===== src/rtl/mem_stage.sv =====
// Memory stage: latches EX results, issues one dcache request per load/store,
// aligns/extends load data and hands every instruction to writeback.
module mem_stage #(
    parameter int XLEN    = 64,
    parameter int PC_W    = 64,
    parameter int INSTR_W = 32
) (
    input  logic               clock,
    input  logic               reset,
    input  logic               flush,
    input  logic               in_valid,
    output logic               in_ready,
    input  logic [PC_W-1:0]    in_pc,
    input  logic [INSTR_W-1:0] in_instr,
    input  logic [4:0]         in_rd,
    input  logic               in_need_to_wb,
    input  logic               in_is_load,
    input  logic               in_is_store,
    input  logic               in_is_unsigned,
    input  logic [3:0]         in_ls_size,
    input  logic [XLEN-1:0]    in_ls_address,
    input  logic [XLEN-1:0]    in_store_data,
    input  logic [XLEN-1:0]    in_ex_result,
    output logic               dc_req_valid,
    input  logic               dc_req_ready,
    output logic [XLEN-1:0]    dc_req_addr,
    output logic               dc_req_we,
    output logic [XLEN-1:0]    dc_req_wdata,
    output logic [7:0]         dc_req_wmask,
    input  logic               dc_resp_valid,
    input  logic [XLEN-1:0]    dc_resp_rdata,
    output logic               wb_valid,
    output logic [PC_W-1:0]    wb_pc,
    output logic [INSTR_W-1:0] wb_instr,
    output logic [4:0]         wb_rd,
    output logic               wb_need_to_wb,
    output logic [XLEN-1:0]    wb_result,
    output logic               wb_misalign,
    output logic [4:0]         mem_byp_rd,
    output logic               mem_byp_need_to_wb,
    output logic [XLEN-1:0]    mem_byp_result
);

    localparam logic [1:0] IDLE  = 2'd0;
    localparam logic [1:0] REQ   = 2'd1;
    localparam logic [1:0] RESP  = 2'd2;
    localparam logic [1:0] DRAIN = 2'd3;

    logic [1:0]         r_state;
    logic [PC_W-1:0]    r_pc;
    logic [INSTR_W-1:0] r_instr;
    logic [4:0]         r_rd;
    logic               r_need_to_wb;
    logic               r_is_load;
    logic               r_is_store;
    logic               r_is_unsigned;
    logic [3:0]         r_size;
    logic [XLEN-1:0]    r_addr;
    logic [XLEN-1:0]    r_wdata;
    logic [7:0]         r_wmask;

    logic               w_accept;
    logic               w_is_mem;
    logic               w_misalign;
    logic [2:0]         w_off;
    logic [7:0]         w_wmask;
    logic [XLEN-1:0]    w_wdata;
    logic [XLEN-1:0]    w_shifted;
    logic [XLEN-1:0]    w_load_result;

    assign in_ready = (r_state == IDLE) & ~flush;
    assign w_accept = in_valid & in_ready;
    assign w_is_mem = in_is_load | in_is_store;
    assign w_off    = in_ls_address[2:0];

    assign w_misalign = (in_ls_size[1] & in_ls_address[0])
                      | (in_ls_size[2] & (|in_ls_address[1:0]))
                      | (in_ls_size[3] & (|in_ls_address[2:0]));

    always_comb begin
        w_wmask = 8'h00;
        case (in_ls_size)
            4'b0001: w_wmask = 8'h01 << w_off;
            4'b0010: w_wmask = 8'h03 << w_off;
            4'b0100: w_wmask = 8'h0F << w_off;
            4'b1000: w_wmask = 8'hFF;
            default: w_wmask = 8'h00;
        endcase
    end

    assign w_wdata   = in_store_data << {w_off, 3'b000};
    assign w_shifted = dc_resp_rdata >> {r_addr[2:0], 3'b000};

    always_comb begin
        w_load_result = w_shifted;
        case (r_size)
            4'b0001: w_load_result = {{(XLEN-8){~r_is_unsigned & w_shifted[7]}}, w_shifted[7:0]};
            4'b0010: w_load_result = {{(XLEN-16){~r_is_unsigned & w_shifted[15]}}, w_shifted[15:0]};
            4'b0100: w_load_result = {{(XLEN-32){~r_is_unsigned & w_shifted[31]}}, w_shifted[31:0]};
            default: w_load_result = w_shifted;
        endcase
    end

    assign dc_req_valid = (r_state == REQ);
    assign dc_req_addr  = {r_addr[XLEN-1:3], 3'b000};
    assign dc_req_we    = r_is_store;
    assign dc_req_wdata = r_wdata;
    assign dc_req_wmask = r_wmask;

    // A flush after the handshake must still swallow the response, hence DRAIN.
    always_ff @(posedge clock or posedge reset) begin
        if (reset) begin
            r_state       <= IDLE;
            r_pc          <= '0;
            r_instr       <= '0;
            r_rd          <= '0;
            r_need_to_wb  <= 1'b0;
            r_is_load     <= 1'b0;
            r_is_store    <= 1'b0;
            r_is_unsigned <= 1'b0;
            r_size        <= '0;
            r_addr        <= '0;
            r_wdata       <= '0;
            r_wmask       <= '0;
        end else begin
            case (r_state)
                IDLE: begin
                    if (w_accept && w_is_mem && !w_misalign) begin
                        r_pc          <= in_pc;
                        r_instr       <= in_instr;
                        r_rd          <= in_rd;
                        r_need_to_wb  <= in_need_to_wb;
                        r_is_load     <= in_is_load;
                        r_is_store    <= in_is_store;
                        r_is_unsigned <= in_is_unsigned;
                        r_size        <= in_ls_size;
                        r_addr        <= in_ls_address;
                        r_wdata       <= w_wdata;
                        r_wmask       <= w_wmask;
                        r_state       <= REQ;
                    end
                end
                REQ: begin
                    if (flush)
                        r_state <= dc_req_ready ? DRAIN : IDLE;
                    else if (dc_req_ready)
                        r_state <= RESP;
                end
                RESP: begin
                    if (dc_resp_valid)
                        r_state <= IDLE;
                    else if (flush)
                        r_state <= DRAIN;
                end
                DRAIN: begin
                    if (dc_resp_valid)
                        r_state <= IDLE;
                end
                default: r_state <= IDLE;
            endcase
        end
    end

    always_ff @(posedge clock or posedge reset) begin
        if (reset) begin
            wb_valid      <= 1'b0;
            wb_pc         <= '0;
            wb_instr      <= '0;
            wb_rd         <= '0;
            wb_need_to_wb <= 1'b0;
            wb_result     <= '0;
            wb_misalign   <= 1'b0;
        end else begin
            wb_valid <= 1'b0;
            if (w_accept && (!w_is_mem || w_misalign)) begin
                wb_valid      <= 1'b1;
                wb_pc         <= in_pc;
                wb_instr      <= in_instr;
                wb_rd         <= in_rd;
                wb_need_to_wb <= ~w_is_mem & in_need_to_wb;
                wb_result     <= w_is_mem ? '0 : in_ex_result;
                wb_misalign   <= w_is_mem;
            end else if (r_state == RESP && dc_resp_valid && !flush) begin
                wb_valid      <= 1'b1;
                wb_pc         <= r_pc;
                wb_instr      <= r_instr;
                wb_rd         <= r_rd;
                wb_need_to_wb <= r_is_load & r_need_to_wb;
                wb_result     <= r_is_load ? w_load_result : '0;
                wb_misalign   <= 1'b0;
            end
        end
    end

    assign mem_byp_rd         = wb_rd;
    assign mem_byp_need_to_wb = wb_need_to_wb & wb_valid;
    assign mem_byp_result     = wb_result;

endmodule


===== config.mk =====
export PLATFORM = sky130hd
export DESIGN_NAME = mem_stage
export DESIGN_NICKNAME = d
export VERILOG_FILES = /design/src/rtl/mem_stage.sv
export SDC_FILE = /design/constraint.sdc
export NUM_CORES = 1
export LEC_CHECK = 0
export CAP_MARGIN = 10
export CORE_AREA = 2 2 291 293
export DETAILED_ROUTE_END_ITERATION = 7
export DIE_AREA = 0 0 293 295
export PLACE_DENSITY_LB_ADDON = 0.3
export SYNTH_ARGS = -nofsm -noshare
export SYNTH_HDL_FRONTEND = slang
export SYNTH_SLANG_ARGS = --single-unit

===== constraint.sdc =====
create_clock -name clock -period 14.9 [get_ports clock]
set_input_delay 2.98 -clock clock [delete_from_list [all_inputs] [get_ports clock]]
set_output_delay 2.98 -clock clock [all_outputs]
set_load 0.1 [all_outputs]

Word level (Yosys, flattened, before mapping) --
Cells that the tools add are included.
Word-level totals: output and inout bits 377, input bits 371, flip-flop bits (word level) 415, word-level logic and storage cells 96
Operators by class: shifts and indexed selects 5, equality and inequality tests 14, reductions and logical operators 15, multiplexer cells 26, bitwise logic cells 17
Operators by type and width (number):
- $mux 64 | 6
- $pmux 64 s3 | 1
- $mux 32 | 2
- $shl 64x6->64 | 1
- $shr 64x6->64 | 1
- $pmux 8 s4 | 1
- $mux 2 | 7
- $and 1x1->1 | 11
- $mux 5 | 2
- $eq 4x1->1 const B | 2
- $eq 4x2->1 const B | 2
- $eq 4x3->1 const B | 2
- $pmux 2 s4 | 1
- $shl 1x3->8 const A | 1
- $shl 2x3->8 const A | 1
- $shl 4x3->8 const A | 1
- $mux 1 | 6
- $logic_and 1x1->1 | 5
- $eq 2x2->1 const B | 2
- $eq 4x4->1 const B | 1
- $reduce_and 4->1 | 1
- $logic_not 1->1 | 3
- $ne 3x2->1 const B | 1
- $ne 3x3->1 const B | 1
- other kinds (11) | 15

Depth between registers and ports, before layout --
depth in word-level cells 8, gate-level depth with buffers 9

Least setup slack after synthesis --
OpenSTA, ideal clock, no wires.
path kind in2out, from input flush, to output in_ready, path slack 7.677 ns, cell stages on the path 1, arrival 4.243 ns, path buffers 0, required time 11.920 ns, path through nor3_2
Between the ends: cells in the longest elaborated chain, start to end 2
RTL lines:
- start: declaration | line 10 | input logic flush,
- $not 1->1 | line 71 | assign in_ready = (r_state == IDLE) & ~flush;
- $and 1x1->1 | line 71
- end: declaration | line 12 | output logic in_ready,
Every way passes these cells.

Final worst setup path --
Ends and elaborated chain as after synthesis.

==> results_dict.tcl <==
set metrics [dict create \
    run_status "finished, final reports clean" \
    maxCapViolCount 0 \
    cp-start-kind "input port" \
    grt_pass1_vias 18090 \
    post-cts-setup-buffers 0 \
    place_area_um2 28410 \
    synth_edf_count 0 \
    synthFlopType "dfrtp_1" \
    ant_nets 0 \
    synth-seq-cells 415 \
    clock-sinks 415 \
    first_iter_violations 1133 \
    viasPerCell 4.735 \
    max-slew-margin-rel_pct 22.76 \
    rsz0062_at_grt "false" \
    ys_seq_area_share_pct 49.04 \
    clockBufferDepth 3 \
    port_buffers 744 \
    critPathCaptureType "output pin" \
    critPathKind "input port to output pin" \
    min_period_ns 8.430 \
    drcViolationCount 0 \
    fin_crit_sh_pct 56.58 \
    die_y_um 295 \
    postCtsHoldBufs 0 \
    grt_first_pass_wirelength_um 120600 \
    drtPass1Iterations 5 \
    grtUsageTotal_pct 18.32 \
    dp_hpwl_um 57790 \
    rows 106 \
    htreeDepth 2 \
    max_freq_mhz 118.6 \
    synth_area_leaders "dfrtp_1, nand2_1, mux4_2" \
    synth_warnings 0 \
    synthArstFlopShare_pct 100.0 \
    core_um2 83160 \
    initial_core_util_pct 25.47 \
    die_x_um 293 \
    wl_per_cell_um 20.95 \
    hold_path_class "flop to flop" \
    crit_fanout 4 \
    yosysTopAreaCellShare_pct 49.04 \
    timing_hold_violations_final 0 \
    synth_area_um2 21180 \
    nNetsFinal 3165 \
    grt_overflow 0 \
    synthCells 2264 \
    drv_slew 0 \
    setup_viol_count_final 0 \
    clk_latency_ns 0.60 \
    worst_pin_slew_ns 1.155 \
    dieArea_um2 86440 \
    required_ns 11.92 \
    path_clk_slew_ns 0.06 \
    skew_ns 0.01135 \
    clock-root-buffer "clkbuf_16" \
    avgSynthCellArea_um2 9.354 \
    tns_ns 0 \
    drive_gt1_share_pct 8.395 \
    globalplace.congestion 0.8716 \
    yosysUniqueCellTypes 65 \
    synth_top_area_cell "dfrtp_1" \
    num_vias 18580 \
    antenna_found_initial 10 \
    io-pin-count 748 \
    cts_tree "done" \
    area_growth_pct 42.73 \
    final_cell_area_um2 30230 \
    cts_made_buffers 51 \
    wl_um 82190 \
    critPathArrivalTime_ns 5.45 \
    post_cts.resized_instances 0 \
    grt_max_degree 168 \
]
==> cells by family after synthesis <==
family / share of synthesized area [%]
AND/OR/NAND/NOR: 18.32
AO/OA/AOI/OAI: 14.10
flip-flops: 49.04
other: 0.01771
buffers and inverters: 8.508
XOR/XNOR: 0.08273
multiplexers: 9.937
==> placed cells by master, fill, tap and decap left out, drive strengths merged, types with 2 or more instances in the layout <==
cell,n
nand2,808
clkdlybuf4s50,741
dfrtp,415
a22oi,142
nor2,119
a21oi,83
clkbuf,69
mux2i,55
mux4,53
o21ai,53
mux2,32
a21o,31
buf,25
o31ai,25
nand3,21
a221oi,20
a22o,16
o21a,15
clkinv,14
o22ai,11
o211ai,10
diode,9
inv,9
nor2b,7
o22a,7
bufinv,6
nor3,6
or2,6
nand2b,4
a21boi,3
conb,3
clkinvlp,3
and2,3
nand3b,3
xor2,2
nor4b,2
a211oi,2
==> worst paths after layout <==
| check | endpoint | depth (start not counted) | slack (ns) | from |
|---|---|---|---|---|
| setup / recovery | in_ready | 3 | 6.47 | flush |
| hold / removal | dc_req_wdata[3] | 2 | 0.46 | dc_req_wdata[3] |
| setup reg to reg | mem_byp_result[6] | 8 | 10.84 | r_state[1] |
| hold reg to reg | dc_req_wdata[3] | 2 | 0.46 | dc_req_wdata[3] |
| max in group asynchronous | r_addr[1] | 4 | 9.61 | reset |
| min in group asynchronous | wb_instr[28] | 2 | 2.94 | reset |
==> cell usage after synthesis, types with 2 or more instances <==
cell type	instances
mux4_2	53
buf_4	144
inv_1	5
o21ai_1	11
buf_6	7
nand2b_1	4
a22o_1	16
mux2_2	32
buf_2	71
nor2b_1	7
a21boi_0	3
xor2_1	2
nand3b_1	2
o31ai_1	16
o21a_1	15
a22oi_1	142
nand3_1	20
o22a_1	7
dfrtp_1	415
nor3_1	2
mux2i_1	55
a221oi_2	2
o211ai_1	9
o22ai_1	11
o31ai_2	9
a221oi_1	18
clkbuf_1	62
a21oi_1	81
nor3_4	2
inv_2	2
a21o_1	30
nor3_2	2
and2_1	2
a211oi_1	2
nor2_1	118
or2_2	3
nand2_1	807
o21ai_0	42
or2_1	2
buf_1	6
==> area by class of cell <==
| cell class | count | area [µm²] |
|---|---|---|
| Antenna cell | 9 | 22.52 |
| Timing Repair Buffer | 766 | 7612 |
| Multi-Input combinational cell | 1553 | 9026 |
| Clock buffer | 69 | 1464 |
| Sequential cell | 415 | 10390 |
| Tap cell | 1080 | 1351 |
| Inverter | 7 | 33.78 |
| Clock inverter | 25 | 330.3 |
| Fill cell | 8460 | 52930 |
==> through the flow <==
step	instances	hold WS [ns]	setup slack, ns	util (%)
finish	3924	0.4616	6.470	36.35
CTS	3915	0.4675	6.274	36.32
global route	3922	0.4781	6.247	36.34
detailed placement	3821	0.4555	6.273	34.17
floorplan	2266	0.4465	0.3703	-
global placement	3821	0.4516	6.278	34.17
==> routing by layer <==
metal  GRT usage (%)  wire, µm  part of all wire, %
met1           22.73     33120                   40
met5               0        22                0.027
met3           4.398      6125                  7.5
met4           7.642      3162                  3.8
met2           30.52     39760                   48
==> registers in the layout, summed over array words and instances, names as in the netlist <==
| signal | count |
|---|---|
| dc_req_wmask | 8 |
| mem_byp_result | 64 |
| wb_need_to_wb | 1 |
| dc_req_wdata | 64 |
| wb_valid | 1 |
| r_is_load | 1 |
| r_state | 2 |
| r_pc | 64 |
| wb_pc | 64 |
| r_rd | 5 |
| wb_instr | 32 |
| mem_byp_rd | 5 |
| dc_req_we | 1 |
| r_size | 4 |
| r_need_to_wb | 1 |
| wb_misalign | 1 |
| r_is_unsigned | 1 |
| r_addr | 64 |
| r_instr | 32 |
==> critical path, stage by stage <==
cell             delay [ns]
clkdlybuf4s50_1        0.51
nor3_2                 0.67
clkdlybuf4s50_1        1.27
Power is not shown: default switching activity piles up to over one toggle a cycle in this logic, so the estimate is an artifact.
